### src/rtl/rvv_backend_dispatch_credit_ctrl.sv
// rtl/rvv_backend_dispatch_credit_ctrl.sv - credit-based in-order dispatch controller for the RVV backend
module rvv_backend_dispatch_credit_ctrl #(
    parameter  int NUM_DP    = 2,
    parameter  int NUM_UNIT  = 5,
    parameter  int RS_DEPTH  = 4,
    parameter  int ROB_DEPTH = 8,
    localparam int CW        = $clog2(RS_DEPTH + 1),
    localparam int RW        = $clog2(ROB_DEPTH + 1),
    localparam int NW        = $clog2(NUM_DP + 1)
) (
    input  logic                         clk,
    input  logic                         rst,
    input  logic                         flush,
    input  logic                         serial_mode,
    input  logic [NUM_DP-1:0]            uop_valid,
    input  logic [NUM_DP-1:0]            uop_hazard,
    input  logic [NUM_DP*NUM_UNIT-1:0]   uop_unit,
    input  logic [NUM_DP-1:0]            uop_pshrob,
    output logic [NUM_DP-1:0]            uop_ready,
    output logic [NUM_DP*NUM_UNIT-1:0]   rs_valid,
    output logic [NUM_DP-1:0]            rob_valid,
    input  logic [NUM_UNIT*NW-1:0]       rs_ret,
    input  logic [NW-1:0]                rob_ret,
    output logic [NUM_UNIT*CW-1:0]       rs_credit,
    output logic [RW-1:0]                rob_credit,
    output logic [15:0]                  stall_cnt,
    output logic                         credit_err
);

    // Registered credit state, one counter per execution unit plus the ROB.
    logic [CW-1:0]       rs_cred_q [NUM_UNIT];
    logic [CW-1:0]       rs_cred_d [NUM_UNIT];
    logic [RW-1:0]       rob_cred_q;
    logic [RW-1:0]       rob_cred_d;
    logic                ovf;

    // Running demand per unit / ROB across slots, and the final debit totals.
    logic [31:0]         need_u   [NUM_UNIT];
    logic [31:0]         need_rob;
    logic [31:0]         disp_u   [NUM_UNIT];
    logic [31:0]         disp_rob;
    logic [NUM_UNIT-1:0] unit_sel;
    logic                rs_ok;
    logic                rob_ok;
    logic                slot_ok;
    logic                prefix;

    // Per-slot legality and in-order prefix selection; demand counts include every
    // earlier slot, so one unit can be debited several times in the same cycle.
    always_comb begin
        for (int u = 0; u < NUM_UNIT; u++) begin
            need_u[u] = '0;
            disp_u[u] = '0;
        end
        need_rob  = '0;
        disp_rob  = '0;
        unit_sel  = '0;
        rs_ok     = 1'b0;
        rob_ok    = 1'b0;
        slot_ok   = 1'b0;
        prefix    = 1'b1;
        uop_ready = '0;
        rs_valid  = '0;
        rob_valid = '0;
        for (int i = 0; i < NUM_DP; i++) begin
            unit_sel = uop_unit[i*NUM_UNIT +: NUM_UNIT];
            for (int u = 0; u < NUM_UNIT; u++) begin
                if (unit_sel[u]) begin
                    need_u[u] = need_u[u] + 32'd1;
                end
            end
            if (uop_pshrob[i]) begin
                need_rob = need_rob + 32'd1;
            end
            rs_ok = 1'b0;
            for (int u = 0; u < NUM_UNIT; u++) begin
                if (unit_sel[u] && (need_u[u] <= 32'(rs_cred_q[u]))) begin
                    rs_ok = 1'b1;
                end
            end
            rob_ok  = !uop_pshrob[i] || (need_rob <= 32'(rob_cred_q));
            slot_ok = uop_valid[i] && !uop_hazard[i] && $onehot(unit_sel) &&
                      rs_ok && rob_ok && !flush && ((i == 0) || !serial_mode);
            prefix  = prefix && slot_ok;
            uop_ready[i] = prefix;
            rs_valid[i*NUM_UNIT +: NUM_UNIT] = prefix ? unit_sel : '0;
            rob_valid[i] = prefix && uop_pshrob[i];
            for (int u = 0; u < NUM_UNIT; u++) begin
                if (prefix && unit_sel[u]) begin
                    disp_u[u] = disp_u[u] + 32'd1;
                end
            end
            if (prefix && uop_pshrob[i]) begin
                disp_rob = disp_rob + 32'd1;
            end
        end
    end

    // Next credit values: debit dispatches, add returns, clamp at depth and flag overflow.
    // Dispatch never exceeds the current credit, so the subtraction cannot wrap.
    always_comb begin
        logic [31:0] sum;
        ovf = 1'b0;
        sum = '0;
        for (int u = 0; u < NUM_UNIT; u++) begin
            sum = 32'(rs_cred_q[u]) - disp_u[u] + 32'(rs_ret[u*NW +: NW]);
            if (sum > 32'(RS_DEPTH)) begin
                rs_cred_d[u] = CW'(RS_DEPTH);
                ovf          = 1'b1;
            end else begin
                rs_cred_d[u] = CW'(sum);
            end
        end
        sum = 32'(rob_cred_q) - disp_rob + 32'(rob_ret);
        if (sum > 32'(ROB_DEPTH)) begin
            rob_cred_d = RW'(ROB_DEPTH);
            ovf        = 1'b1;
        end else begin
            rob_cred_d = RW'(sum);
        end
    end

    // Credit registers; flush restores full credit and discards same-cycle returns.
    always_ff @(posedge clk or posedge rst) begin
        if (rst) begin
            for (int u = 0; u < NUM_UNIT; u++) begin
                rs_cred_q[u] <= CW'(RS_DEPTH);
            end
            rob_cred_q <= RW'(ROB_DEPTH);
        end else if (flush) begin
            for (int u = 0; u < NUM_UNIT; u++) begin
                rs_cred_q[u] <= CW'(RS_DEPTH);
            end
            rob_cred_q <= RW'(ROB_DEPTH);
        end else begin
            for (int u = 0; u < NUM_UNIT; u++) begin
                rs_cred_q[u] <= rs_cred_d[u];
            end
            rob_cred_q <= rob_cred_d;
        end
    end

    // Sticky overflow flag; survives flush, cleared only by reset.
    always_ff @(posedge clk or posedge rst) begin
        if (rst) begin
            credit_err <= 1'b0;
        end else if (!flush && ovf) begin
            credit_err <= 1'b1;
        end
    end

    // Saturating count of cycles where slot 0 had a uop but could not dispatch.
    always_ff @(posedge clk or posedge rst) begin
        if (rst) begin
            stall_cnt <= '0;
        end else if (uop_valid[0] && !uop_ready[0] && !flush && (stall_cnt != 16'hFFFF)) begin
            stall_cnt <= stall_cnt + 16'd1;
        end
    end

    // Flatten the per-unit credit counters onto the output bus.
    always_comb begin
        rs_credit = '0;
        for (int u = 0; u < NUM_UNIT; u++) begin
            rs_credit[u*CW +: CW] = rs_cred_q[u];
        end
        rob_credit = rob_cred_q;
    end

endmodule
### config.mk
export PLATFORM = sky130hd
export DESIGN_NAME = rvv_backend_dispatch_credit_ctrl
export DESIGN_NICKNAME = d
export VERILOG_FILES = /design/src/rtl/rvv_backend_dispatch_credit_ctrl.sv
export SDC_FILE = /design/constraint.sdc
export NUM_CORES = 1
export LEC_CHECK = 0
export ABC_AREA = 0
export BUFFER_PORTS_ARGS = -buffer_cell sky130_fd_sc_hd__buf_4
export CAP_MARGIN = 20
export CELL_PAD_IN_SITES_DETAIL_PLACEMENT = 2
export CELL_PAD_IN_SITES_GLOBAL_PLACEMENT = 2
export CORE_UTILIZATION = 25
export CTS_CLUSTER_DIAMETER = 50
export CTS_CLUSTER_SIZE = 25
export DETAILED_ROUTE_END_ITERATION = 7
export PLACE_DENSITY_LB_ADDON = 0.1
export SYNTH_ARGS = -nofsm -noshare
export SYNTH_HDL_FRONTEND = slang
export SYNTH_SLANG_ARGS = --single-unit
### constraint.sdc
create_clock -name clk -period 5.3 [get_ports clk]
set_clock_uncertainty 0.05 [all_clocks]
set_input_delay 1.06 -clock clk [delete_from_list [all_inputs] [get_ports clk]]
set_output_delay 1.06 -clock clk [all_outputs]
set_load 0.005 [all_outputs]
# After elaboration in Yosys (flattened, before gate mapping)
# Cells that the tools add are included.
[totals]
regBits = 36
out_inout_bits = 50
word_cells = 159
in_bits = 32
[classes]
order_cmp = 18
n_reduce_logical = 47
n_addsub = 33
mux = 50
n_eq_ne = 3
[ops]
columns = ["cell", "count"]
rows = [
  ["$add 32x1->32 const B", 10],
  ["$le 32x3->1", 10],
  ["$mux 32", 10],
  ["$add 32x2->32", 6],
  ["$gt 32x3->1 const B", 5],
  ["$sub 3x32->32", 5],
  ["$le 32x4->1", 2],
  ["$logic_and 1x1->1", 38],
  ["$gt 32x4->1 const B", 1],
  ["$sub 4x32->32", 1],
  ["$mux 1", 28],
  ["$add 16x1->16 const B", 1],
  ["$ne 16x16->1 const B", 1],
  ["$mux 15", 1],
  ["$mux 3", 5],
  ["$mux 5", 2],
  ["$add 1x1->2", 4],
  ["$mux 4", 2],
  ["$logic_not 1->1", 7],
  ["$add 2x2->3", 2],
  ["$add 3x1->3", 2],
  ["$eq 3x1->1 const B", 2],
  ["$add 1x1->2 const B", 2],
  ["$mux 2", 2],
  ["$logic_or 1x1->1", 2],
]

# Logic depth before layout (Yosys ltp)
# Gate-level depths: netlist of run 1.
[depth]
ltp_word = 27
depth_mapped = 23
mapped_depth_nobuf = 23

# Least setup slack after synthesis of run 1
# Ideal clock, no wire load.
[synth_path]
kind = "input to register"
from = "input port uop_unit[0]"
to = "register credit_err"
setup_time_ns = 0.129
n_path_buf = 0
required_ns = 5.121
path_slack_ns = -1.000
t_arrival_ns = 6.120
path_stages = 23
cell_sequence = "fa_1 > inv_1 > fa_1 > inv_1 > ha_1 > or4_4 > a211oi_4 > o21ai_4 > a211oi_4 > and2_1 > ha_1 > inv_1 > fa_1 > ha_1 > a21oi_1 > nor2b_1 > nor2_1 > ha_1 > nand2b_1 > a21oi_1 > o311ai_1 > or4_1 > o41a_1"
[synth_between]
elab_chain_cells = 27
elab_cells_between_ends = 85
classes_between = "22 x add/sub; 8 x order compare; 1 x eq/ne; 30 x mux; 24 x reduce/logical"
[synth_rtl]
columns = ["item", "line_no", "rtl"]
rows = [
  ["start, declared", "17", "input logic [NUM_DP*NUM_UNIT-1:0] uop_unit,"],
  ["$mux 1", "68", "if (unit_sel[u]) begin"],
  ["$add 1x1->2", "69", "need_u[u] = need_u[u] + 32'd1;"],
  ["$mux 2", "68", ""],
  ["$le 32x3->1", "77", "if (unit_sel[u] && (need_u[u] <= 32'(rs_cred_q[u]))) begin"],
  ["$logic_and 1x1->1", "77", ""],
  ["$mux 1 (5 in a row)", "77", ""],
  ["$logic_and 1x1->1", "82", "slot_ok = uop_valid[i] && !uop_hazard[i] && $onehot(unit_sel) &&"],
  ["$logic_and 1x1->1 (3 in a row)", "83", "rs_ok && rob_ok && !flush && ((i == 0) || !serial_mode);"],
  ["(+1 left out)", "-", ""],
  ["net prefix", "46", "logic prefix;"],
  ["$logic_and 1x1->1", "89", "if (prefix && unit_sel[u]) begin"],
  ["$mux 32", "89", ""],
  ["$sub 3x32->32", "106", "sum = 32'(rs_cred_q[u]) - disp_u[u] + 32'(rs_ret[u*NW +: NW]);"],
  ["$add 32x2->32", "106", ""],
  ["$gt 32x3->1", "107", "if (sum > 32'(RS_DEPTH)) begin"],
  ["$mux 1 (5 in a row)", "107", ""],
  ["$mux 1 *", "115", "if (sum > 32'(ROB_DEPTH)) begin"],
  ["$logic_and 1x1->1 *", "147", "end else if (!flush && ovf) begin"],
  ["end signal, assigned", "146", "credit_err <= 1'b0;"],
  ["end signal, assigned", "148", "credit_err <= 1'b1;"],
  ["end, declared", "27", "output logic credit_err"],
]
# Mark *: on every way through the listed nets, which the timed path passes. The rest lies on a longest branch.
# A chain may end at the register's enable or synchronous reset.

# Worst setup path after layout of run 1
[layout_path]
from = "input port uop_unit[0]"
to = "register credit_err"
[layout_between]
elab_chain_cells = 27
elab_cells_between_ends = 85
classes_between = "22 x add/sub; 8 x order compare; 1 x eq/ne; 30 x mux; 24 x reduce/logical"
[layout_rtl]
columns = ["item", "line_no"]
rows = [
  ["parallel branches: the longest is 25 deep, another holds $le 32x3->1", "-"],
  ["$mux 1 *", "115"],
  ["$logic_and 1x1->1 *", "147"],
]
# Every way passes the cells marked *.

==> results.md, run 1 <==
- Status: complete, but fails checks
- Failing checks: setup timing
- CP Capture Type: register
- WP data arrival: 6.39 ns
- Seq cells post-synth: 36
- Clk sinks: 36
- Vias in the first global route: 3878
- Setup CP Type: input pin to register
- 1st-pass router iterations: 4
- Total Die Area: 15000 sq um
- Syn_nets: 505
- Ant diodes: 0
- Slew headroom: 31.2%
- Ys flop type: dfrtp_1
- Worst-Margin Slew: 1.02 ns
- Final min period: 6.28 ns
- YS warnings: 0
- Fin nets: 685
- Core Rows: 43
- Overall power: 2.74 mW
- Hold buffers post-CTS: 0
- # IOs: 82
- Post-synthesis average cell area: 9.39 sq um
- Die W: 122 microns
- Async SR Flop Fraction: 100%
- Global route overflow: 0
- Maximum vdd drop: 0.175 mV
- Finished Core Util: 42.1%
- RSZ-0062 raised after global routing: yes
- Post-route ant nets: 0
- First-pass GRT wire length: 20.5 mm
- Finish-stage setup viols: 21
- Setup TNS: -10.29 ns
- Area Growth Syn to Fin: 62.4%
- H-tree depth: 2
- Layout cell share with drive strength beyond 1: 48.7%
- Yosys cell types: 47
- Max_cap viols: 0
- Max frequency: 0.159 GHz
- Clk_lat worst skew: 0.28 ns
- DR vias/cell: 4.61
- Hold WC Path Type: register to register
- Register area share after synthesis: 25.1%
- Die height: 122 microns
- Setup crit start kind: input pin
- DRC: 0
- WL/cell: 17.0 microns
- Core area: 14000 sq um
- CTS Root Cell: clkbuf_16
- Post-synthesis cell count: 386
- Critical-path maximum fanout: 3
- HPWL after DPL: 10.1 mm
- Final Wtd Congestion: 0.750
- Initial antenna violation count: 0
- Routed vias: 3440
- Post-synth EDFFs: 0
- CTS tree: built
- Worst Path Required: 5.41 ns
- Pre-CTS setup slack: -1.33 ns
- DP Area: 5050 sq um
- Num CTS Buffers: 5
- Max Buffers Root-to-Sink: 2
- DRT iter0 DRCs: 63
- Layout fillers: 1529
- Fin. Hold Viols: 0
- Leakage: 2.92 nW
- Post-route clock period utilization: 118%
- Max-slew violation count: 0
- IO Port Bufs: 81
- Final worst-path setup slack: -0.979 ns
- Total global-route track usage: 17.8%
- Clk slew on worst S/H paths: 0.06 ns
- Post-route cell area: 5880 sq um
- Initial core utilization: 25.9%
- Largest net degree at the start of global routing: 37
- Mapped Area: 3620 sq um
- PD cells: 465 nW/um^2
- Total Wirelength: 12.7 mm
kinds of logic after synthesis:
family                     count (synthesis)  synth area share [%]
AOI/OAI and AO/OA                         46                  9.95
DFF                                       36                  25.1
buffers and inverters                     85                  9.08
xor gates and xnor gates                  22                  5.32
adders and majority gates                 87                  33.4
and+or+nand+nor                          109                  16.9
muxes                                      1                 0.311
where the power goes:
group / internal, mW / switching (mW) / total (mW)
Sequential: 0.366 / 0.121 / 0.487
Clock: 0.221 / 0.126 / 0.347
Combinational: 1.03 / 0.869 / 1.90
registers in the layout, summed over array words and instances (netlist names):
| signal | flops |
|---|---|
| credit_err | 1 |
| rs_credit | 15 |
| stall_cnt | 16 |
| rob_credit | 4 |
worst max-delay path, stage by stage:
cell and delay (ns):
buf_8 0.10, fa_1 0.53, inv_1 0.05, fa_2 0.33
inv_2 0.08, ha_4 0.19, or4_4 0.43, a211oi_4 0.27
o21ai_4 0.11, a211oi_4 0.31, buf_4 0.17, and2_4 0.16
ha_4 0.12, fa_1 0.44, inv_2 0.09, ha_4 0.13
a21oi_4 0.05, nor2b_2 0.13, nor2_1 0.05, ha_1 0.26
inv_1 0.05, a211oi_2 0.26, o311ai_2 0.16, or4_1 0.53
o41a_1 0.31
per-layer routing:
layer	GRT usage, %	up-vias	wire length [microns]
li1	-	1650	-
met1	20.7	1721	5120
met2	34.7	56	7080
met3	1.77	13	336
met4	3.66	0	193
met5	0	-	0
through the flow:
| step | hold WS [ns] | instances |
|---|---|---|
| CTS | 0.462 | 744 |
| finish | 0.460 | 747 |
| global route | 0.482 | 747 |
| floorplan | 0.438 | 386 |
| global placement | 0.442 | 718 |
| detailed placement | 0.454 | 718 |
final timing paths:
check | slack [ns] | end | depth (start not counted) | start
max in group asynchronous | 3.96 | rob_credit[3] | 3 | rst
max | -0.98 | credit_err | 25 | uop_unit[0]
min in group asynchronous | 0.86 | stall_cnt[10] | 3 | rst
min reg2reg | 0.46 | stall_cnt[13] | 1 | stall_cnt[13]
min | 0.46 | stall_cnt[13] | 1 | stall_cnt[13]
max reg2reg | 0.20 | credit_err | 22 | rs_credit[4]
cell usage after synthesis (2+ instances only):
| library cell | instances | share of area (%) |
|---|---|---|
| nor3b_1 | 6 | 1.2 |
| fa_1 | 16 | 8.8 |
| buf_4 | 2 | 0.41 |
| a21o_1 | 3 | 0.62 |
| dfstp_2 | 6 | 4.4 |
| or3_1 | 5 | 0.86 |
| a211oi_4 | 2 | 1.1 |
| ha_1 | 71 | 25 |
| o311ai_0 | 5 | 1.2 |
| clkbuf_1 | 3 | 0.31 |
| nor2b_1 | 13 | 2.2 |
| o21ai_0 | 8 | 1.1 |
| nand4_1 | 3 | 0.52 |
| nand2b_1 | 4 | 0.69 |
| and2_1 | 10 | 1.7 |
| nor2_1 | 21 | 2.2 |
| a21oi_1 | 13 | 1.8 |
| dfrtp_1 | 30 | 21 |
| nand2_1 | 9 | 0.93 |
| xnor2_1 | 13 | 3.1 |
| nor4_1 | 6 | 1.0 |
| and3_1 | 6 | 1.0 |
| a211oi_1 | 3 | 0.62 |
| nand4b_1 | 2 | 0.48 |
| nand3_1 | 11 | 1.5 |
| xor2_1 | 9 | 2.2 |
| nor3_1 | 8 | 1.1 |
| inv_1 | 79 | 8.2 |
area by class of cell:
cell class	instances	area [sq um]	share of cell area (%)
Inverter	80	305	5.19
Clock buffer	5	125	2.13
Timing Repair Buffer	178	1390	23.7
Sequential cell	36	908	15.4
Tap cell	180	225	3.83
Multi-Input combinational cell	265	2890	49.0
Clock inverter	3	42.5	0.723
cell usage in the layout, fill, tap and decap left out, drive strengths merged, types with 2 or more instances in the layout:
cell type / netlist / routed
a21o: 3 / 3
nand2b: 4 / 4
nor2: 21 / 21
nor3: 8 / 8
o311ai: 6 / 6
dfrtp: 30 / 30
inv: 80 / 80
or4: 2 / 2
nand3: 11 / 11
xnor2: 13 / 13
ha: 71 / 71
or3: 5 / 5
nor4: 7 / 7
a21oi: 13 / 13
and3: 6 / 6
clkbuf: 3 / 5
dfstp: 6 / 6
buf: 2 / 178
nand4b: 2 / 2
nor2b: 13 / 13
xor2: 9 / 9
nor3b: 6 / 6
fa: 16 / 16
nand2: 9 / 9
and2: 10 / 10
nand4: 3 / 3
o21ai: 9 / 9
a211oi: 5 / 5
what timing repair did:
item,CTS,global route
endpoints found under the setup margin,20,23
setup buffers,21,8
hold endpoints to repair,0,0
pin swaps,37,40
resized for setup,65,45
Power figures use the tool's default switching activity.
==> run 2, diff against run 1 <==
--- a/config.mk
+++ b/config.mk
@@ -5,8 +5,7 @@
 export SDC_FILE = /design/constraint.sdc
 export NUM_CORES = 1
 export LEC_CHECK = 0
-export ABC_AREA = 0
-export BUFFER_PORTS_ARGS = -buffer_cell sky130_fd_sc_hd__buf_4
+export ABC_AREA = 1
 export CAP_MARGIN = 20
 export CELL_PAD_IN_SITES_DETAIL_PLACEMENT = 2
 export CELL_PAD_IN_SITES_GLOBAL_PLACEMENT = 2
@@ -14,6 +13,7 @@
 export CTS_CLUSTER_DIAMETER = 50
 export CTS_CLUSTER_SIZE = 25
 export DETAILED_ROUTE_END_ITERATION = 7
+export DONT_BUFFER_PORTS = 1
 export PLACE_DENSITY_LB_ADDON = 0.1
 export SYNTH_ARGS = -nofsm -noshare
 export SYNTH_HDL_FRONTEND = slang
==> run 2 against run 1 <==
  * The flow now finishes without violations
  * Sequential share of layout area up 1.9 points
  * Power is 17% lower
  * Clock power decreased by 10%
  * First-iteration DRC count grew 9.5%
  * Final area down 11%
  * Utilization down 7.8 points
  * Critical path depth stayed put
  * Die area is 9.0% higher
  * Combinational power decreased by 21%
  * Largest power group unchanged
==> results.md, run 2 <==
- Worst Hold Slack: 0.540 ns (+0.0802 ns)
- Total global-route track usage: 17.0% (-0.80 points)
- Die W: 128 microns (+4.4%)
- Global route overflow: 0 (unchanged)
- Mapped Area: 3960 sq um (+9.2%)
- Area Growth Syn to Fin: 32.6%
- Max incr delay on CP: 0.56 ns (+0.03 ns)
- R2R depth: 23 (+4.5%)
- Seq cells post-synth: 36 (unchanged)
- WP data arrival: 5.43 ns (-0.96 ns)
- Ys flop type: dfrtp_1
- Int Pwr: 1.23 mW (-24%)
- Max-slew violation count: 0 (unchanged)
- Fin nets: 726 (+6.0%)
- Hold buffers post-CTS: 0 (unchanged)
- DR vias/cell: 4.51 (-2.0%)
- DRC: 0 (unchanged)
- Die height: 128 microns (+4.4%)
- Sequential share of power: 20.6% (+2.8 points)
- Clock share of power: 13.7% (+1.0 points)
- Most common cell after layout, fill and taps aside: inv_1
- Final min period: 5.30 ns (-0.983 ns)
- Reg with most FFs: stall_cnt
- Post-synthesis cell count: 531 (+38%)
- Finished Core Util: 34.2% (-7.8 points)
- Setup crit start kind: input pin
- Fin. Hold Viols: 0 (unchanged)
- Core Rows: 45 (+4.7%)
- Most numerous cell in the Yosys netlist: inv_1
- Slew headroom: 47.9% (+17 points)
- CP max stage cell: fa_1
- H-tree depth: 2 (unchanged)
- RSZ-0062 raised after global routing: yes
- Clk sinks: 36 (unchanged)
- Post-route ant nets: 0 (unchanged)
- Syn_nets: 650 (+29%)
- Async SR Flop Fraction: 100% (unchanged)
- Core area: 15300 sq um (+9.5%)
- 1st-pass router iterations: 4 (unchanged)
- IO Port Bufs: 0 (-100%)
- Total Die Area: 16300 sq um (+9.0%)
- Pre-CTS setup slack: -0.898 ns (+0.432 ns)
- Vias in the first global route: 4113 (+6.1%)
- Layout cell share with drive strength beyond 1: 25.5% (-23 points)
- DRT iter0 DRCs: 69 (+9.5%)
- Initial antenna violation count: 1 (+1)
- Yosys cell types: 28 (-40%)
- Overall power: 2.28 mW (-17%)
- Leakage: 2.77 nW (-5.3%)
- WL/cell: 16.4 microns (-4.0%)
- Post-synth EDFFs: 0 (unchanged)
- Most frequent cells in the layout: inv_1, nand2_1, buf_4, ha_1, nor2_1
- Register area share after synthesis: 23.0% (-2.1 points)
- HPWL after DPL: 11.0 mm (+8.6%)
- Ranking of synthesized cells by area: ha_1, dfrtp_1, inv_1
- Final worst-path setup slack: 0.00465 ns (+0.983 ns)
- CP Capture Type: register
- Total Wirelength: 13.4 mm (+5.4%)
- Maximum vdd drop: 0.133 mV (-24%)
- Num CTS Buffers: 5 (unchanged)
- Finish-stage setup viols: 0 (-100%)
- Routed vias: 3702 (+7.6%)
- # IOs: 82 (unchanged)
- Final Wtd Congestion: 0.769 (+2.5%)
- Setup CP Type: input pin to register
- Critical-path maximum fanout: 7 (+4)
- Crit path depth: 25 (unchanged)
- Post-synthesis average cell area: 7.45 sq um (-21%)
- Max Buffers Root-to-Sink: 2 (unchanged)
- P_sw: 1.05 mW (-5.9%)
- PD cells: 435 nW/um^2 (-6.5%)
- Number of flip-flops in the largest register: 16 (unchanged)
- Clk_lat worst skew: 0.29 ns (about the same)
- Worst hold path cell count: 2 (+1)
- Bufs and invs on worst path: 4 (-2)
- CTS Root Cell: clkbuf_16
- Hold WC Path Type: register to register
- Most used cell, CP: nand3_2
- Kind of cell adding the most delay to the critical path: adder cells
- YS warnings: 0 (unchanged)
- List of most frequent post-synthesis cells: inv_1, nand2_1, ha_1
- Worst Path Required: 5.43 ns (+0.02 ns)
- Initial core utilization: 25.8% (-0.078 points)
- Logic gate share of total power: 65.8% (-3.7 points)
- Cell taking the most area after synthesis: ha_1
- CTS tree: built
- Status: finished, final reports clean
- Area share of the largest cell type after synthesis: 22.5% (-2.1 points)
- Max frequency: 0.189 GHz (+19%)
- Worst-Margin Slew: 0.781 ns (-0.237 ns)
- First-pass GRT wire length: 21.4 mm (+4.1%)
- Sw frac: 46.1% (+5.3 points)
- Largest net degree at the start of global routing: 37 (unchanged)
- Post-route clock period utilization: 99.9% (-19 points)
- Max_cap viols: 0 (unchanged)
- Clk slew on worst S/H paths: 0.06 ns (about the same)
run 2: cell count changes after synthesis, moves of 13 or more:
cell     delta
nand2_1    +88
nor2b_1    -13
nor2_1     +40
nand3_1    +40
inv_1      +38
run 2: final timing paths:
| kind | startpoint | endpoint | slack (ns) |
|---|---|---|---|
| max | uop_unit[3] | credit_err | 0.005 |
| max in group asynchronous | rst | rs_credit[5] | 4.09 |
| max reg2reg | rs_credit[13] | rs_credit[14] | 0.84 |
| min in group asynchronous | rst | stall_cnt[8] | 0.73 |
| min reg2reg | credit_err | credit_err | 0.54 |
| min | credit_err | credit_err | 0.54 |
run 2: power by group through the flow:
stage | logic (mW) | clock network (mW) | registers [mW]
6_report | 1.50 | 0.311 | 0.468
5_1_grt | 1.70 | 0.338 | 0.483
4_1_cts | 1.33 | 0.331 | 0.473
3_5_place_dp | 1.26 | 0 | 0.476
3_3_place_gp | 1.20 | 0 | 0.474
2_1_floorplan | 0.759 | 0 | 0.432
run 2: worst min-delay path, stage by stage (launching register included):
cell and delay [ns]:
dfrtp_1 0.44, inv_1 0.07, nand2_1 0.05
run 2: repair_timing:
item,4_1_cts,5_1_grt
endpoints found under the setup margin,14,18
pin swaps,10,38
resized for setup,26,57
buffers inserted,1,9
run 2: cell families after synthesis:
logic type	count (synthesis)	synth area share [%]
AND/OR/NAND/NOR	237	25.9
buffers and inverters	124	12.7
adder cells (fa/ha/maj)	87	30.6
flip-flops	36	23.0
AO/OA/AOI/OAI	30	4.11
XOR/XNOR	17	3.76
run 2: area by class of cell:
type / count / area (sq um)
repair buffers: 75 / 574
clock inverters: 1 / 7.51
multi-input cells: 371 / 2900
diodes: 1 / 2.50
fillers: 1784 / 10100
clock buffers: 7 / 143
flip-flops and latches: 36 / 908
well taps: 211 / 264
inverters: 118 / 443
run 2: through the flow:
step | instances | TNS, ns | area [sq um]
after global placement | 802 | -7.09 | 4650
after floorplan | 531 | 0 | 3960
after global routing | 820 | -1.15 | 5240
after CTS | 811 | -0.0361 | 4920
after detailed placement | 802 | -9.56 | 4650
final | 820 | 0 | 5240
run 2: metal layers:
metal / track usage, % / vias to the layer above / wire length (microns)
li1: - / 1807 / -
met1: 21.1 / 1824 / 5880
met2: 29.7 / 59 / 6810
met3: 3.30 / 12 / 504
met4: 4.98 / 0 / 220
met5: 0 / - / 0
==> run 3, diff against run 2 <==
--- a/config.mk
+++ b/config.mk
@@ -14,6 +14,7 @@
 export CTS_CLUSTER_SIZE = 25
 export DETAILED_ROUTE_END_ITERATION = 7
 export DONT_BUFFER_PORTS = 1
+export GPL_TIMING_DRIVEN = 0
 export PLACE_DENSITY_LB_ADDON = 0.1
 export SYNTH_ARGS = -nofsm -noshare
 export SYNTH_HDL_FRONTEND = slang
==> run 3 against run 2 <==
  * Routed wire length rose by 0.16%
  * Utilization increased by 0.96 points
  * Register-to-register slack about the same
  * Die area stayed put
==> results.md, run 3 (synthesized netlist as in run 2, its figures left out) <==
- Status: finished, final reports clean
- CP Capture Type: register
- Total Wirelength: 13.4 mm (+0.16%)
- Critical-path maximum fanout: 4 (-3)
- Cells after DPL: 742 (-7.5%)
- Hold WC Path Type: register to register
- Max-slew violation count: 0 (unchanged)
- Worst R2R Setup Slack: 0.84 ns (about the same)
- Post-route clock period utilization: 99.7% (-0.17 points)
- # IOs: 82 (unchanged)
- Number of flip-flops in the largest register: 16 (unchanged)
- Fin. Hold Viols: 0 (unchanged)
- HPWL after DPL: 10.4 mm (-5.4%)
- Met2 global-route usage: 29.5% (-0.26 points)
- Clk_lat worst skew: 0.29 ns (about the same)
- CTS Root Cell: clkbuf_16
- Multi-input gate area: 3310 sq um (+14%)
- Total global-route track usage: 16.1% (-0.89 points)
- Worst-Margin Slew: 0.852 ns (+0.0707 ns)
- Core area: 15300 sq um (unchanged)
- Sw frac: 46.7% (+0.58 points)
- Worst hold path cell count: 2 (unchanged)
- Final min period: 5.29 ns (-0.00900 ns)
- WL/cell: 17.3 microns (+5.8%)
- CTS tree: built
- Min-Delay Startpoint: credit_err
- Initial core utilization: 25.8% (unchanged)
- Fin nets: 683 (-5.9%)
- Total Die Area: 16300 sq um (unchanged)
- Post-route ant nets: 0 (unchanged)
- Worst Hold Slack: 0.428 ns (-0.112 ns)
- Die W: 128 microns (unchanged)
- 1st-pass router iterations: 4 (unchanged)
- Pre-CTS setup slack: -0.918 ns (-0.0202 ns)
- Finished Core Util: 35.2% (+0.96 points)
- Register area: 908 sq um (unchanged)
- Clk sinks: 36 (unchanged)
- WP data arrival: 5.45 ns (+0.02 ns)
- Largest net degree at the start of global routing: 37 (unchanged)
- Layout fillers: 1754 (-1.7%)
- Finish-stage setup viols: 0 (unchanged)
- Initial antenna violation count: 0 (-1)
- Num CTS Buffers: 5 (unchanged)
- Max frequency: 0.189 GHz (+0.17%)
- Most common cell after layout, fill and taps aside: inv_1
- Finished Layout Cells: 776 (-5.4%)
- R2R depth: 21 (-8.7%)
- Logic gate share of total power: 67.9% (+2.1 points)
- Reg-to-Reg Start: rs_credit[4]
- Final worst-path setup slack: 0.0136 ns (+0.00900 ns)
- Area Growth Syn to Fin: 36.3%
- Slew headroom: 43.2% (-4.8 points)
- Routed vias: 3593 (-2.9%)
- P_sw: 1.12 mW (+7.2%)
- IO Port Bufs: 0 (unchanged)
- Clk slew on worst S/H paths: 0.06 ns (about the same)
- Met1 Use GR: 19.2% (-1.9 points)
- DRC: 0 (unchanged)
- Final Wtd Congestion: 0.720 (-6.4%)
- RSZ-0062 raised after global routing: yes
- Worst Path Required: 5.46 ns (+0.03 ns)
- Setup TNS: 0 ns (unchanged)
- Maximum vdd drop: 0.137 mV (+2.4%)
- PD cells: 447 nW/um^2 (+2.9%)
- Sequential share of power: 19.3% (-1.3 points)
- Max_cap viols: 0 (unchanged)
- Most frequent cells in the layout: inv_1, nand2_1, nand3_1, ha_1, nor2_1
- Overall power: 2.41 mW (+5.8%)
- Layout cell share with drive strength beyond 1: 29.6% (+4.1 points)
- DP Area: 4220 sq um (-9.4%)
- H-tree depth: 2 (unchanged)
- Leakage: 2.58 nW (-6.7%)
- Setup CP Type: input pin to register
- Global route overflow: 0 (unchanged)
- Int Pwr: 1.29 mW (+4.7%)
- DR vias/cell: 4.63 (+2.6%)
- Hold Path Sink: credit_err
- Max Buffers Root-to-Sink: 2 (unchanged)
- Core Rows: 45 (unchanged)
- First-pass GRT wire length: 20.5 mm (-4.3%)
- Clock share of power: 12.8% (-0.9 points)
- Ant diodes: 0 (-1)
- FF-to-FF End: rs_credit[2]
- Grt met3 use: 3.67% (+0.38 points)
- Reg with most FFs: stall_cnt
- Vias in the first global route: 3953 (-3.9%)
- Busiest grt layer: met2
- Die height: 128 microns (unchanged)
- Hold buffers post-CTS: 0 (unchanged)
- Post-route cell area: 5390 sq um (+2.8%)
- DRT iter0 DRCs: 66 (-4.3%)
- Setup crit start kind: input pin
==> run 3: changes by cell type in the layout (fill, tap and decap cells not counted), moves of 4 or more <==
cell     delta
inv_2       +6
nor2_4     +10
inv_1       -6
nand2_4     +5
nand2_1     -7
fa_2        +8
fa_1        -8
nor2_2      -4
ha_1       -18
nor2_1      -6
buf_6       +8
buf_4      -55
ha_4       +16
==> run 3: cell type report <==
type / count / share of cell area [%]
Timing Repair Buffer: 26 / 4.64
Inverter: 118 / 8.22
Multi-Input combinational cell: 371 / 61.4
Tap cell: 211 / 4.90
Clock inverter: 1 / 0.139
Clock buffer: 7 / 2.65
Buffer: 6 / 1.23
Sequential cell: 36 / 16.9
==> run 3: worst max-delay path by stage <==
stage,to,cells past startpoint,slack [ns],startpoint
after floorplan,credit_err,25,0.05,uop_unit[0]
after global routing,credit_err,28,-0.15,uop_unit[3]
after CTS,credit_err,26,-0.04,uop_unit[0]
after global placement,credit_err,24,-0.86,uop_unit[5]
final,rs_credit[14],25,0.01,uop_unit[3]
after detailed placement,credit_err,24,-0.92,uop_unit[0]
==> run 3: power groups by stage <==
stage	Sequential (mW)	Combinational [mW]	Clock, mW
detailed placement	0.473	1.02	0
CTS	0.470	1.13	0.321
floorplan	0.432	0.759	0
global placement	0.473	0.958	0
finish	0.466	1.64	0.308
global route	0.482	1.85	0.332
==> run 3: worst max-delay path, cell delays in order <==
cell	delay, ns
fa_1	0.54
inv_2	0.04
fa_2	0.35
inv_2	0.07
ha_4	0.20
nor2_4	0.10
nand3_2	0.10
a41oi_4	0.25
nand3_4	0.17
buf_6	0.17
buf_6	0.11
nor3_4	0.30
ha_4	0.26
ha_1	0.28
inv_1	0.10
ha_4	0.16
nand3_2	0.09
and2_4	0.16
ha_4	0.25
o21ai_2	0.04
nor2_1	0.09
nand3_1	0.11
nor2_1	0.13
inv_1	0.09
or2_4	0.23
==> run 3: repair_timing <==
item,4_1_cts,5_1_grt
resized for setup,44,130
setup buffers,8,19
setup endpoints to repair,20,20
pin swaps,10,67
==> run 3: per-layer routing <==
layer,wire length (microns),up-vias
li1,-,1724
met1,5550,1809
met2,7200,51
met3,547,9
met4,137,0
met5,0,-
